### config.mk
export PLATFORM = sky130hd
export DESIGN_NAME = grade_mac_seq_flat
export DESIGN_NICKNAME = d
export VERILOG_FILES = /design/src/rtl/grade_mac_seq_if.sv /design/src/rtl/grade_mac_seq.sv /design/src/flat_wrapper.sv
export SDC_FILE = /design/constraint.sdc
export NUM_CORES = 1
export LEC_CHECK = 0
export CAP_MARGIN = 40
export CORE_ASPECT_RATIO = 0.9
export CORE_MARGIN = 2
export CORE_UTILIZATION = 59
export CTS_CLUSTER_SIZE = 30
export DETAILED_ROUTE_END_ITERATION = 10
export DONT_BUFFER_PORTS = 1
export PLACE_DENSITY = 0.78
export REMOVE_ABC_BUFFERS = 1
export SLEW_MARGIN = 20
export SYNTH_ARGS = -nofsm -noshare
export SYNTH_HDL_FRONTEND = slang
export SYNTH_SLANG_ARGS = --single-unit
export TNS_END_PERCENT = 10
### constraint.sdc
create_clock -name ap_clk -period 10.9 [get_ports ap_clk]
set_input_delay 1.09 -clock ap_clk [delete_from_list [all_inputs] [get_ports ap_clk]]
set_output_delay 1.09 -clock ap_clk [all_outputs]
set_load 0.02 [all_outputs]
### src/rtl/grade_mac_seq_if.sv
// ap_ctrl_hs handshake and operand bus for grade_mac_seq.
// The master drives the request and operands, and the slave returns the handshake and grade.
interface grade_mac_seq_if #(
    parameter int unsigned N_CH     = 5,
    parameter int unsigned SCORE_W  = 32,
    parameter int unsigned WEIGHT_W = 8,
    parameter int unsigned ACC_W    = SCORE_W + WEIGHT_W + $clog2(N_CH + 1)
);
    logic                       ap_start;
    logic                       ap_done;
    logic                       ap_idle;
    logic                       ap_ready;
    logic [N_CH*SCORE_W-1:0]    scores;
    logic [N_CH*WEIGHT_W-1:0]   weights;
    logic [4*ACC_W-1:0]         thr;
    logic [7:0]                 ap_return;

    modport master (
        output ap_start, scores, weights, thr,
        input  ap_done, ap_idle, ap_ready, ap_return
    );

    modport slave (
        input  ap_start, scores, weights, thr,
        output ap_done, ap_idle, ap_ready, ap_return
    );
endinterface

### src/rtl/grade_mac_seq.sv
// Sequential weighted-sum grader. It uses one MAC per channel per cycle and an ap_ctrl_hs handshake.
// Define GRADE_KEY_LOCK_EN to add the working_key port, which obfuscates the grade unless the key is correct.
module grade_mac_seq #(
    parameter int unsigned N_CH     = 5,
    parameter int unsigned SCORE_W  = 32,
    parameter int unsigned WEIGHT_W = 8,
    parameter int unsigned ACC_W    = SCORE_W + WEIGHT_W + $clog2(N_CH + 1)
`ifdef GRADE_KEY_LOCK_EN
    ,
    parameter int unsigned   KEY_W       = 255,
    parameter logic [KEY_W-1:0] CORRECT_KEY = '0
`endif
) (
    input logic ap_clk,
    input logic ap_rst_n,
`ifdef GRADE_KEY_LOCK_EN
    input logic [KEY_W-1:0] working_key,
`endif
    grade_mac_seq_if.slave bus
);
    localparam int unsigned IDX_W  = (N_CH > 1) ? $clog2(N_CH) : 1;
    localparam int unsigned PROD_W = SCORE_W + WEIGHT_W;

    typedef enum logic [1:0] {StIdle, StMac, StClassify, StDone} state_e;

    state_e                   state_q;
    logic [IDX_W-1:0]         idx_q;
    logic [ACC_W-1:0]         acc_q;
    logic [N_CH*SCORE_W-1:0]  scores_q;
    logic [N_CH*WEIGHT_W-1:0] weights_q;
    logic [4*ACC_W-1:0]       thr_q;
    logic [7:0]               ret_q;
    logic                     done_q;
`ifdef GRADE_KEY_LOCK_EN
    logic [7:0]               key_mask_q;
`endif

    logic [SCORE_W-1:0]  score_sel;
    logic [WEIGHT_W-1:0] weight_sel;
    logic [PROD_W-1:0]   prod;
    logic [ACC_W-1:0]    acc_d;
    logic [7:0]          grade;
    logic [7:0]          ret_d;

    always_comb begin
        score_sel  = scores_q[idx_q*SCORE_W +: SCORE_W];
        weight_sel = weights_q[idx_q*WEIGHT_W +: WEIGHT_W];
        prod       = PROD_W'(score_sel) * PROD_W'(weight_sel);
        acc_d      = acc_q + ACC_W'(prod);
    end

    // Priority A->D keeps the result defined even for unsorted thresholds.
    always_comb begin
        grade = 8'h46;
        if (acc_q >= thr_q[3*ACC_W +: ACC_W])      grade = 8'h41;
        else if (acc_q >= thr_q[2*ACC_W +: ACC_W]) grade = 8'h42;
        else if (acc_q >= thr_q[1*ACC_W +: ACC_W]) grade = 8'h43;
        else if (acc_q >= thr_q[0*ACC_W +: ACC_W]) grade = 8'h44;
`ifdef GRADE_KEY_LOCK_EN
        ret_d = grade ^ key_mask_q;
`else
        ret_d = grade;
`endif
    end

    always_ff @(posedge ap_clk) begin
        if (!ap_rst_n) begin
            state_q <= StIdle;
            idx_q   <= '0;
            acc_q   <= '0;
            ret_q   <= 8'h00;
            done_q  <= 1'b0;
        end else begin
            done_q <= 1'b0;
            unique case (state_q)
                StIdle: begin
                    if (bus.ap_start) begin
                        scores_q  <= bus.scores;
                        weights_q <= bus.weights;
                        thr_q     <= bus.thr;
`ifdef GRADE_KEY_LOCK_EN
                        key_mask_q <= (working_key == CORRECT_KEY) ? 8'h00
                                    : (working_key[7:0] ^ CORRECT_KEY[7:0]);
`endif
                        acc_q   <= '0;
                        idx_q   <= '0;
                        state_q <= StMac;
                    end
                end
                StMac: begin
                    acc_q <= acc_d;
                    if (idx_q == IDX_W'(N_CH - 1)) begin
                        state_q <= StClassify;
                    end else begin
                        idx_q <= idx_q + 1'b1;
                    end
                end
                StClassify: begin
                    ret_q   <= ret_d;
                    done_q  <= 1'b1;
                    state_q <= StDone;
                end
                StDone: state_q <= StIdle;
                default: state_q <= StIdle;
            endcase
        end
    end

    assign bus.ap_done   = done_q;
    assign bus.ap_idle   = (state_q == StIdle);
    assign bus.ap_ready  = (state_q == StIdle) && bus.ap_start;
    assign bus.ap_return = ret_q;
endmodule

### src/flat_wrapper.sv
// flat-port wrapper written by rule: the top's interface ports become plain ports
module grade_mac_seq_flat 
#(
    parameter int unsigned N_CH     = 5,
    parameter int unsigned SCORE_W  = 32,
    parameter int unsigned WEIGHT_W = 8,
    parameter int unsigned ACC_W    = SCORE_W + WEIGHT_W + $clog2(N_CH + 1)

)
  (ap_clk, ap_rst_n, bus_ap_start, bus_scores, bus_weights, bus_thr, bus_ap_done, bus_ap_idle, bus_ap_ready, bus_ap_return);
  grade_mac_seq_if #(.N_CH(N_CH), .SCORE_W(SCORE_W), .WEIGHT_W(WEIGHT_W), .ACC_W(ACC_W)) bus_i ();
  input logic ap_clk;
  input logic ap_rst_n;
  input wire logic [$bits(bus_i.ap_start)-1:0] bus_ap_start;
  input wire logic [$bits(bus_i.scores)-1:0] bus_scores;
  input wire logic [$bits(bus_i.weights)-1:0] bus_weights;
  input wire logic [$bits(bus_i.thr)-1:0] bus_thr;
  output wire logic [$bits(bus_i.ap_done)-1:0] bus_ap_done;
  output wire logic [$bits(bus_i.ap_idle)-1:0] bus_ap_idle;
  output wire logic [$bits(bus_i.ap_ready)-1:0] bus_ap_ready;
  output wire logic [$bits(bus_i.ap_return)-1:0] bus_ap_return;
  assign bus_i.ap_start = bus_ap_start;
  assign bus_i.scores = bus_scores;
  assign bus_i.weights = bus_weights;
  assign bus_i.thr = bus_thr;
  assign bus_ap_done = bus_i.ap_done;
  assign bus_ap_idle = bus_i.ap_idle;
  assign bus_ap_ready = bus_i.ap_ready;
  assign bus_ap_return = bus_i.ap_return;
  grade_mac_seq #(.N_CH(N_CH), .SCORE_W(SCORE_W), .WEIGHT_W(WEIGHT_W), .ACC_W(ACC_W)) u_core (.ap_clk(ap_clk), .ap_rst_n(ap_rst_n), .bus(bus_i));
endmodule
; ---- Yosys cells after proc, flatten, opt, wreduce, memory -nomap -nowiden
; Cells that the tools add are included.
[op_classes]
n_reduce_logical = 7
bitwise = 0
shifts = 2
n_lt_le_gt_ge = 4
addsub = 2
n_mul = 1
muxes = 13
eq_ne = 7
div_mod_pow = 0
[op_table]
columns = operator, count
row1 = greater-or-equal comparator 43 bit, 4
row2 = indexed part select 160 x 9 -> 32 bit, 1
row3 = one-hot mux 43 bit (2 select lines), 1
row4 = adder 43 x 40 -> 43 bit, 1
row5 = two-way mux 43 bit, 1
row6 = multiplier 32 x 8 -> 40 bit, 1
row7 = indexed part select 40 x 7 -> 8 bit, 1
row8 = two-way mux 8 bit, 3
row9 = one-hot mux 2 bit (4 select lines), 1
row10 = two-way mux 2 bit, 3
row11 = two-way mux 3 bit, 2
row12 = one-hot mux 3 bit (2 select lines), 1
row13 = AND reduction 3 bit, 2
row14 = "== test 2 bit, second input constant", 2
row15 = "inequality test 2 bit, second input constant", 2
row16 = AND reduction 2 bit, 2
row17 = "adder 3 x 1 -> 3 bit, second input constant", 1
row18 = "== test 3 bit, second input constant", 1
row19 = "== test 2 x 1 -> 1 bit, second input constant", 1
row20 = zero test 2 bit, 1
row21 = "inequality test 2 x 1 -> 1 bit, second input constant", 1
row22 = nonzero test 2 bit, 1
row23 = logical AND 1 bit, 1
row24 = two-way mux 1 bit, 1
[totals]
latch_bits = 0
out_inout_bits = 11
mem_bits_rw = 0
elab_cells = 44
register_bits = 429
mem_bits_ro = 0
mem_count = 0

; ---- Logic depth before layout (Yosys ltp)
[depth]
word_depth = 5
ltp_mapped = 27
ltp_nobuf = 23

; ---- Least setup slack after synthesis
; OpenSTA, ideal clock, no wires.
[synth_timing]
path_type = input to register
startpoint = in ap_rst_n
endpoint = reg u_core.scores_q[0] (enable)
required_ns = 10.114
cell_stages = 2
setup_time_ns = 0.786
slack_ns = 0.300
arrival_time_ns = 9.814
cell_sequence = clkbuf_1 > and3_1
[synth_via]
elab_chain_len = 1
[synth_rtl]
columns = element, line
row1 = from (decl), flat_wrapper.sv:13  ; input logic ap_rst_n;
row2 = AND reduction 3 bit (no source line), --
row3 = to (signal assigned), grade_mac_seq.sv:78  ; scores_q <= bus.scores;
row4 = to (decl), grade_mac_seq.sv:29  ; logic [N_CH*SCORE_W-1:0] scores_q;
; Every way passes these cells.
; A chain may end at the register's enable or synchronous reset.

; ---- Worst setup path in the final report
[layout_timing]
startpoint = reg u_core.idx_q[2]
endpoint = reg u_core.acc_q[42]
[layout_via]
elab_chain_len = 4
elab_cells_between_ends = 5
cone_classes = 1 x add/sub / 1 x mul / 2 x shift / 1 x mux
[layout_rtl]
columns = element, line
row1 = from (decl), grade_mac_seq.sv:27  ; logic [IDX_W-1:0] idx_q;
row2 = from (signal assigned), grade_mac_seq.sv:95  ; idx_q <= idx_q + 1'b1;
row3 = indexed part select 160 x 9 -> 32 bit / indexed part select 40 x 7 -> 8 bit (equally long branches), "grade_mac_seq.sv:46, grade_mac_seq.sv:47"
row4 = multiplier 32 x 8 -> 40 bit (*), grade_mac_seq.sv:48  ; prod = PROD_W'(score_sel) * PROD_W'(weight_sel);
row5 = adder 43 x 40 -> 43 bit (*), grade_mac_seq.sv:49  ; acc_d = acc_q + ACC_W'(prod);
row6 = one-hot mux 43 bit (2 select lines) (*), grade_mac_seq.sv:75  ; unique case (state_q)
row7 = to (signal assigned), grade_mac_seq.sv:70  ; acc_q <= '0;
row8 = to (signal assigned), grade_mac_seq.sv:85  ; acc_q <= '0;
row9 = to (signal assigned), grade_mac_seq.sv:91  ; acc_q <= acc_d;
row10 = to (decl), grade_mac_seq.sv:28  ; logic [ACC_W-1:0] acc_q;
; Every way passes the cells marked *; elsewhere a longest branch is shown, timed or not.

==> results.json <==
{
  "rsz0062_at_grt": "no",
  "clockBufferDepth": 3,
  "fmax_mhz": 144,
  "critical_path.cell_chain": "inv_2 -> buf_16 -> nor3_2 -> buf_4 -> a22oi_2 -> buf_4 -> or2_2 -> fa_1 -> fa_1 -> inv_1 -> fa_1 -> inv_1 -> fa_1 -> inv_1 -> ha_1 -> o211ai_1 -> a21boi_0 -> nand4_1 -> nand4_1 -> nand2_1 -> o21ai_1 -> a21oi_1 -> or3_1 -> a21oi_1",
  "io_pins": 386,
  "r2r-start": "u_core.idx_q[2]",
  "cts_buffers": 46,
  "post-route-period-util_pct": 63.9,
  "crit_path_start_kind": "flop",
  "clk_latency_ns": 0.60,
  "synth_enable_flop_cells": 372,
  "antenna_found_initial": 18,
  "drive_gt1_share_pct": 6.64,
  "synth_top_area_cell": "edfxtp_1",
  "ctsResizeCount": 0,
  "syn_to_final_growth_pct": 8.53,
  "synth-async-reset-ratio_pct": 0,
  "gr-total-overflow": 0,
  "cp_max_fo": 40,
  "fill_cells": 3536,
  "worst_slew_pin_slew_ns": 1.12,
  "required_ns": 11.43,
  "routedWlPerCell_um": 21.5,
  "crit_path_frequent_cell": "fa_1",
  "post-route-min-period_ns": 6.97,
  "synth_seq_cells": 425,
  "routed_wirelength_um": 66300,
  "syn_area_per_cell_sq_um": 11.5,
  "root_buffer": "clkbuf_16",
  "slowest_delay_ns": 0.53,
  "postCtsSetupRepairBufs": 0,
  "hp-class": "reg2reg",
  "wl_met1_um": 25600,
  "setup_tns_ns": 0,
  "globalplace.congestion": 0.955,
  "die_y_um": 210,
  "tritoncts": "yes",
  "end_kind": "flop",
  "ys_top_cells_by_area": "edfxtp_1 40%, fa_1 16%, ha_1 11%, inv_1 6.8%, dfxtp_1 3.8%",
  "status": "finished, final reports clean",
  "fp-row-count": 75,
  "synth.most_common_cell": "inv_1",
  "ys_top_cells_by_count": "505 x inv_1, 372 x edfxtp_1, 242 x ha_1, 218 x fa_1, 199 x nor2_1",
  "drc_errors": 0,
  "htreeDepth": 2,
  "grt_pass1_wl_um": 104000,
  "synth_ff_type": "edfxtp_1",
  "finalClockSkew_ns": 0.0237,
  "drt.antenna.violating_nets": 0,
  "reg2reg_to": "u_core.acc_q[42]",
  "grt.total_usage_pct": 27.6,
  "crit_type": "reg2reg",
  "synth-seq-area-share_pct": 44.1,
  "maxCapViolations": 0,
  "rrSetupSlack_ns": 3.93,
  "arrival_ns": 7.50,
  "hpwl_um": 50600,
  "syn_inst": 2412,
  "netlist_area_sq_um": 27800,
  "path_clk_slew_ns": 0.06,
  "maxSlewHeadroom_pct": 25.6,
  "viasPerCell": 5.83,
  "crit_end": "u_core.acc_q[42]",
  "cp_slowest_cell": "fa_1",
  "area.sequential_sq_um": 12200,
  "cts_hold_buffers": 0,
  "synth.top_cell.area_share_pct": 40.2,
  "start_util_pct": 59.7,
  "multi_input_area_sq_um": 13400,
  "grt_pass1_vias": 19200,
  "ys_warn_count": 0,
  "grt_start_max_net_pins": 186,
  "drt_iter0_drc": 1391,
  "crit_path_start": "u_core.idx_q[2]",
  "fp.dieW_um": 233,
  "hold_viol": 0,
  "fin_nets": 3252,
  "core_region_area_sq_um": 46500,
  "num_vias": 18000,
  "rr_worst_depth": 24,
  "dr_wl_met3_um": 4340,
  "wl_met2_um": 33900,
  "die_area_sq_um": 48800,
  "synth_cell_types": 70,
  "routed.top_layer": "met4",
  "dr.pass1.iters": 6,
  "slew_viol_final": 0,
  "cts_num_sinks": 425,
  "report.final.setup_viol": 0,
  "portBuffers": 0
}
[layout make-up]
class / count / area share [%]
diodes: 16 / 0.133
clock buffers: 53 / 3.91
clock inverters: 31 / 1.24
inverters: 505 / 6.29
multi-input cells: 1418 / 44.5
flip-flops and latches: 425 / 40.6
well taps: 616 / 2.56
repair buffers: 21 / 0.756
[per-layer routing]
layer	up-vias	global-route usage, %
li1	8162	-
met1	8940	35.1
met2	719	47.4
met3	172	4.71
met4	0	11.0
met5	-	0
[cells in the final DEF (no fill, tap or decap), types with 8 or more instances in the layout]
cell	n
inv_1	504
edfxtp_1	372
ha_1	242
fa_1	218
nor2_1	199
nand2_1	138
a21oi_1	102
o21ai_0	65
a21o_1	51
dfxtp_1	51
a22oi_1	48
clkbuf_16	46
mux4_2	39
nand4_1	38
nor2b_1	36
xnor2_1	20
nand3_1	19
nand2b_1	18
diode_2	16
xor2_1	16
o21ai_1	15
buf_4	15
nor3_1	13
a211oi_1	11
or2_2	8
o21a_1	8
a31oi_1	8
[worst max-delay path, delay by kind of cell (launching register included)]
kind | cells | cell delay [ns]
AND/OR/NAND/NOR | 6 | 1.38
adder cells (fa/ha/maj) | 5 | 2.42
buffers and inverters | 7 | 1.36
AO/OA/AOI/OAI | 6 | 1.25
flip-flops | 1 | 0.42
[worst min path at each step]
stage,from,to,slack (ns),cells after the start
after floorplan,u_core.acc_q[27],u_core.acc_q[27],0.49,2
after global placement,u_core.state_q[0],u_core.state_q[0],0.51,1
after detailed placement,u_core.state_q[0],u_core.state_q[0],0.53,1
after CTS,bus_thr[27],u_core.thr_q[27],0.55,0
after global routing,bus_thr[20],u_core.thr_q[20],0.55,0
final,u_core.state_q[0],u_core.state_q[0],0.56,1
[sequential cells by signal, summed over array words and instances (netlist names)]
name	flops
u_core.acc_q	43
u_core.bus.ap_done	1
u_core.thr_q	172
u_core.weights_q	40
u_core.idx_q	3
u_core.bus.ap_return	4
u_core.scores_q	160
u_core.state_q	2
[stage by stage]
stage	utilization, %	hold slack, ns	setup slack [ns]	instance area (sq um)	cells
after detailed placement	61.3	0.535	3.95	28500	2984
after CTS	64.6	0.549	3.93	30100	3068
after global routing	64.7	0.551	3.52	30100	3085
final	64.7	0.557	3.93	30100	3085
after global placement	61.1	0.507	3.88	28400	2980
after floorplan	-	0.489	0.529	27500	2348
[logic make-up after synthesis]
logic type | Yosys count | synth area share, %
buffers and inverters | 572 | 7.82
AND/OR/NAND/NOR | 504 | 8.36
adder cells (fa/ha/maj) | 460 | 26.6
flip-flops | 425 | 44.1
AO/OA/AOI/OAI | 371 | 8.67
multiplexers | 43 | 3.32
XOR/XNOR | 36 | 1.14
other | 1 | 0.0135
Power is not shown: default switching activity piles up to over one toggle a cycle in this logic, so the estimate is an artifact.
==> RTL change 1: new RTL, same settings <==
Encoding of `state_e`: now one-hot (4 bits for 4 states).
--- a/src/rtl/grade_mac_seq.sv
+++ b/src/rtl/grade_mac_seq.sv
@@ -21,7 +21,7 @@
     localparam int unsigned IDX_W  = (N_CH > 1) ? $clog2(N_CH) : 1;
     localparam int unsigned PROD_W = SCORE_W + WEIGHT_W;
 
-    typedef enum logic [1:0] {StIdle, StMac, StClassify, StDone} state_e;
+    typedef enum logic [3:0] {StIdle = 4'b0001, StMac = 4'b0010, StClassify = 4'b0100, StDone = 4'b1000} state_e;
 
     state_e                   state_q;
     logic [IDX_W-1:0]         idx_q;
Function: same outputs for any inputs over 4 cycles, from zero or initial values and one cycle with ap_rst_n low; so few cycles prove little.
==> RTL change 1 against the original RTL <==
Final area is 0.73% higher; global-route usage is 0.75 points higher; die area is 0.47% higher; core utilization is 0.34 points higher; hold slack worse by 0.063 ns; wire length is 2.9% higher; worst setup slack worse by 0.35 ns; cell count is 0.62% higher; via count is 0.93% higher; clock skew is 0.00090 ns higher; area after synthesis is 0.48% higher; sequential cell count is 2 higher; critical endpoint is now u_core.acc_q[41].
==> RTL change 1: results (changes against the original RTL) <==
outcome - finished, final reports clean
GRT Util Overall - 0.284 (+0.00750)
Vias - 18200 (+0.93%)
Hold Crit Class - reg -> reg
synth top area cells - edfxtp_1 40%, fa_1 16%, ha_1 11%
first-pass GRT wire length - 106 mm (+2.2%)
post-DP HPWL - 51.7 mm (+2.1%)
relative slew slack - 0.343 (+0.0871)
synth cell count leaders - 516 x inv_1, 372 x edfxtp_1, 239 x ha_1, 219 x nor2_1, 218 x fa_1
initial antenna violation count - 20 (+2)
fraction of layout cells with a size suffix above 1 - 0.0680 (+0.00151)
Clock Latency Late Sink - 0.59 ns
ys async rst share - 0 (unchanged)
Top Registers - u_core.thr_q x172, u_core.scores_q x160, u_core.acc_q x43
router iterations before antenna repair - 7 (+1)
I/O Buffers - 0 (unchanged)
post-CTS sizing - 0 (unchanged)
Clk pin slew, worst setup/hold paths - 0.06 ns (about the same)
clock root cell - clkbuf_16
Num CTS Buffers - 45 (-2.2%)
Final #Nets - 3269 (+0.52%)
warning count from the yosys run - 0 (unchanged)
Avg WL per Cell - 22.0 um (+2.2%)
initial drt markers - 1294 (-7.0%)
fillers - 3472 (-1.8%)
vias in the first global route - 19300 (+0.37%)
Arr. time, crit path - 7.76 ns (+0.26 ns)
pin count of the biggest net entering global routing - 163 (-12%)
CP Max Fanout - 40 (unchanged)
post-route clock skew - 0.0246 ns (+0.000904 ns)
library cells used by synthesis - 69 (-1.4%)
Longest Clk Path Bufs - 3 (unchanged)
post-synthesis sequential area ratio - 0.440 (-0.000659)
routability congestion estimate from global placement - 0.954 (-0.13%)
H-tree levels - 2 (unchanged)
==> RTL change 1: cell count changes after synthesis, moves of 9 or more <==
cell,before,now
nand3_1,19,32
nor3_1,14,23
nor2_1,199,219
inv_1,505,516
a22oi_1,54,42
nor2b_1,36,10
o21ai_1,15,5
a21o_1,51,80
nand2_1,138,128
o21ai_0,65,55
==> RTL change 1: final timing paths <==
check	startpoint	to	cells after the start	slack (ns)
worst max register to register	u_core.idx_q[1]	u_core.acc_q[41]	19	3.59
worst max-delay path	u_core.idx_q[1]	u_core.acc_q[41]	19	3.59
worst min register to register	u_core.acc_q[0]	u_core.acc_q[0]	2	0.49
worst min-delay path	u_core.acc_q[0]	u_core.acc_q[0]	2	0.49
==> RTL change 1: cell families after synthesis <==
logic type / after synthesis / synth area share
and+or+nand+nor: 516 / 0.0837
DFF: 427 / 0.440
muxes: 43 / 0.0334
AOI/OAI and AO/OA: 375 / 0.0916
buffers and inverters: 584 / 0.0795
xor gates and xnor gates: 26 / 0.00816
adders and majority gates: 457 / 0.264
other: 1 / 0.000134
==> RTL change 1: worst max-delay path, stage by stage (launching register included) <==
cell and delay (ns):
dfxtp_2 0.53, buf_4 0.57, nor3_2 0.06, buf_4 0.33, a22oi_1 0.77, nor2_1 0.15
fa_1 0.56, fa_1 0.47, fa_1 0.56, inv_1 0.06, fa_1 0.53, inv_1 0.04
ha_1 0.36, a21o_1 0.20, a211oi_1 0.56, a31oi_1 0.28, o31ai_1 0.62, o211ai_1 0.21
xnor2_1 0.16, o21ai_0 0.08
==> RTL change 1: where the power goes <==
part	leakage (nW)	internal [mW]	switching, mW
Sequential	3.88	1.88	0.0709
Clock	0.775	0.978	0.654
Combinational	9.17	1.16	1.87
==> RTL change 1: cell type report <==
cell class	count	area share
multi-input combinational	1421	0.444
sequential	427	0.404
inverter	516	0.0638
clock buffer	59	0.0424
tap	616	0.0254
clock inverter	23	0.00960
timing repair buffer	26	0.00936
antenna	16	0.00132
==> RTL change 1: stage by stage <==
stage / cells / power, mW / cell area [sq um] / worst slack (ns)
after global routing: 3103 / 7.07 / 30400 / 3.24
after detailed placement: 3005 / 4.97 / 28700 / 3.69
after CTS: 3087 / 6.62 / 30300 / 3.68
after floorplan: 2364 / 4.30 / 27600 / -7.14
after global placement: 3000 / 4.90 / 28600 / 3.77
final: 3104 / 6.61 / 30400 / 3.59
==> RTL change 1: layer usage <==
| layer | wire length (um) | vias to the layer above | global-route usage |
|---|---|---|---|
| li1 | - | 8262 | - |
| met1 | 26200 | 9010 | 0.359 |
| met2 | 34200 | 718 | 0.481 |
| met3 | 5350 | 158 | 0.0634 |
| met4 | 2290 | 12 | 0.104 |
| met5 | 81 | - | 0 |
==> RTL change 2: new RTL, same flow settings <==
Without the edit above. `N_CH` is set to 5 in 3 places; all go to 6.
--- a/src/rtl/grade_mac_seq_if.sv
+++ b/src/rtl/grade_mac_seq_if.sv
@@ -1,7 +1,7 @@
 // ap_ctrl_hs handshake and operand bus for grade_mac_seq.
 // The master drives the request and operands, and the slave returns the handshake and grade.
 interface grade_mac_seq_if #(
-    parameter int unsigned N_CH     = 5,
+    parameter int unsigned N_CH     = 6,
     parameter int unsigned SCORE_W  = 32,
     parameter int unsigned WEIGHT_W = 8,
     parameter int unsigned ACC_W    = SCORE_W + WEIGHT_W + $clog2(N_CH + 1)
--- a/src/rtl/grade_mac_seq.sv
+++ b/src/rtl/grade_mac_seq.sv
@@ -1,7 +1,7 @@
 // Sequential weighted-sum grader. It uses one MAC per channel per cycle and an ap_ctrl_hs handshake.
 // Define GRADE_KEY_LOCK_EN to add the working_key port, which obfuscates the grade unless the key is correct.
 module grade_mac_seq #(
-    parameter int unsigned N_CH     = 5,
+    parameter int unsigned N_CH     = 6,
     parameter int unsigned SCORE_W  = 32,
     parameter int unsigned WEIGHT_W = 8,
     parameter int unsigned ACC_W    = SCORE_W + WEIGHT_W + $clog2(N_CH + 1)
--- a/src/flat_wrapper.sv
+++ b/src/flat_wrapper.sv
@@ -1,7 +1,7 @@
 // flat-port wrapper written by rule: the top's interface ports become plain ports
 module grade_mac_seq_flat 
 #(
-    parameter int unsigned N_CH     = 5,
+    parameter int unsigned N_CH     = 6,
     parameter int unsigned SCORE_W  = 32,
     parameter int unsigned WEIGHT_W = 8,
     parameter int unsigned ACC_W    = SCORE_W + WEIGHT_W + $clog2(N_CH + 1)
Ports: changed (resized bus_scores and bus_weights); port bits go from 386 to 426. No check against the original RTL was run, so the function may have changed too.
==> RTL change 2 against the original RTL <==
Via count rose by 7.2%; final area up 6.5%; sequential cell count rose by 40; wire length rose by 11%; largest cell class unchanged; worst setup slack got worse by 0.36 ns; sequential share of layout area rose by 1.3 points; area after synthesis increased by 6.5%; core utilization increased by 0.29 points; critical path type unchanged.
Power is left out: the tool's default activity adds up to more than one toggle a clock period on the data nets, which glitch-free logic cannot reach.
==> RTL change 2: results (changes against the original RTL) <==
post-DP HPWL - 55.2 mm (+9.0%)
I/O Buffers - 0 (unchanged)
synth cell count leaders - 505 x inv_1, 412 x edfxtp_1, 264 x nor2_1, 242 x ha_1, 218 x fa_1
placed cells - 3189 (+6.9%)
Vias per Instance - 5.85 (+0.29%)
R2R depth - 20 (-17%)
Post-synth EDFFs - 412 (+11%)
DP Worst Slack - 3.37 ns (-0.575 ns)
Top Registers - u_core.scores_q x192, u_core.thr_q x172, u_core.weights_q x48
pin count of the biggest net entering global routing - 67 (-64%)
relative slew slack - 0.412 (+0.156)
initial drt markers - 1593 (+15%)
post-synthesis sequential area ratio - 0.454 (+0.0138)
clock root cell - clkbuf_16
Longest Clk Path Bufs - 3 (unchanged)
largest family of logic cells by synthesized area - adder cells
drt total wl - 73.4 mm (+11%)
Min-Delay Path Depth - 2 (+1)
routability congestion estimate from global placement - 0.918 (-3.8%)
multiplexer area fraction after synthesis - 0.0443 (+0.0112)
area share of fa/ha/maj cells after synthesis - 0.250 (-0.0162)
H-tree levels - 2 (unchanged)
Critical Path Start - u_core.idx_q[0]
fraction of layout cells with a size suffix above 1 - 0.0705 (+0.00405)
outcome - finished, final reports clean
GRT Util Overall - 0.287 (+0.0102)
library cells used by synthesis - 80 (+14%)
Synth Area in Compound Gates - 0.0794 (-0.00732)
post-CTS sizing - 0 (unchanged)
Worst R2R Setup Slack - 3.57 ns (-0.36 ns)
synth top area cells - edfxtp_1 42%, fa_1 15%, ha_1 10%
Arr. time, crit path - 7.80 ns (+0.30 ns)
Final #Nets - 3448 (+6.0%)
initial antenna violation count - 13 (-5)
CP Max Fanout - 41 (+2.5%)
Reg-to-Reg End - u_core.acc_q[40]
ys async rst share - 0 (unchanged)
vias in the first global route - 20700 (+7.8%)
post-route clock skew - 0.0193 ns (-0.00436 ns)
XOR/XNOR share of the synthesized area - 0.00948 (-0.00188)
first-pass GRT wire length - 113 mm (+9.2%)
cells after synthesis - 2560 (+6.1%)
placed cell areas - 0.0304 sq mm (+6.4%)
Avg WL per Cell - 22.3 um (+3.7%)
Num CTS Buffers - 49 (+6.5%)
==> RTL change 2: logic make-up after synthesis <==
| logic type | after synthesis |
|---|---|
| other | 1 |
| muxes | 81 |
| DFF | 465 |
| xor gates and xnor gates | 32 |
| and+or+nand+nor | 577 |
| AOI/OAI and AO/OA | 368 |
| buffers and inverters | 576 |
| adders and majority gates | 460 |
==> RTL change 2: how the worst max path moves through the flow <==
stage	end	slack, ns
finish	u_core.acc_q[40]	3.57
global route	u_core.acc_q[42]	3.14
CTS	u_core.acc_q[40]	3.34
detailed placement	u_core.acc_q[40]	3.37
global placement	u_core.acc_q[40]	3.41
floorplan	u_core.scores_q[0]	-9.05
==> RTL change 2: layer usage <==
layer | vias to the layer above | share of wire | wire length, um | GRT usage
li1 | 8702 | - | - | -
met5 | - | 0 | 0 | 0
met2 | 877 | 0.48 | 35100 | 0.472
met1 | 9555 | 0.40 | 29400 | 0.369
met3 | 163 | 0.082 | 6040 | 0.0629
met4 | 0 | 0.039 | 2900 | 0.121
==> RTL change 2: cell type report <==
cell class | count | area, sq um
diodes | 18 | 45.0
clock buffers | 55 | 1250
clock inverters | 33 | 358
fillers | 3739 | 17200
inverters | 506 | 1900
multi-input cells | 1522 | 13900
flip-flops and latches | 465 | 13400
well taps | 671 | 840
repair buffers | 29 | 334
==> RTL change 2: worst max-delay path, stage by stage (launching register included) <==
cell and delay (ns):
dfxtp_4 0.74, buf_4 0.32, buf_16 0.27, mux4_2 0.53, a21oi_1 0.60, nor2_1 0.14, fa_1 0.55, fa_1 0.54
fa_1 0.55, inv_1 0.05, fa_1 0.52, inv_1 0.04, ha_1 0.41, a21o_2 0.25, a211oi_2 0.46, and4b_2 0.31
nand3_1 0.13, a211oi_2 0.34, o31ai_1 0.17, xnor2_1 0.15, o21ai_1 0.07
==> RTL change 2: metrics by stage <==
stage | hold WS [ns] | util
2_1_floorplan | 0.487 | -
3_3_place_gp | 0.502 | 0.613
3_5_place_dp | 0.519 | 0.615
4_1_cts | 0.531 | 0.648
5_1_grt | 0.548 | 0.650
6_report | 0.528 | 0.650
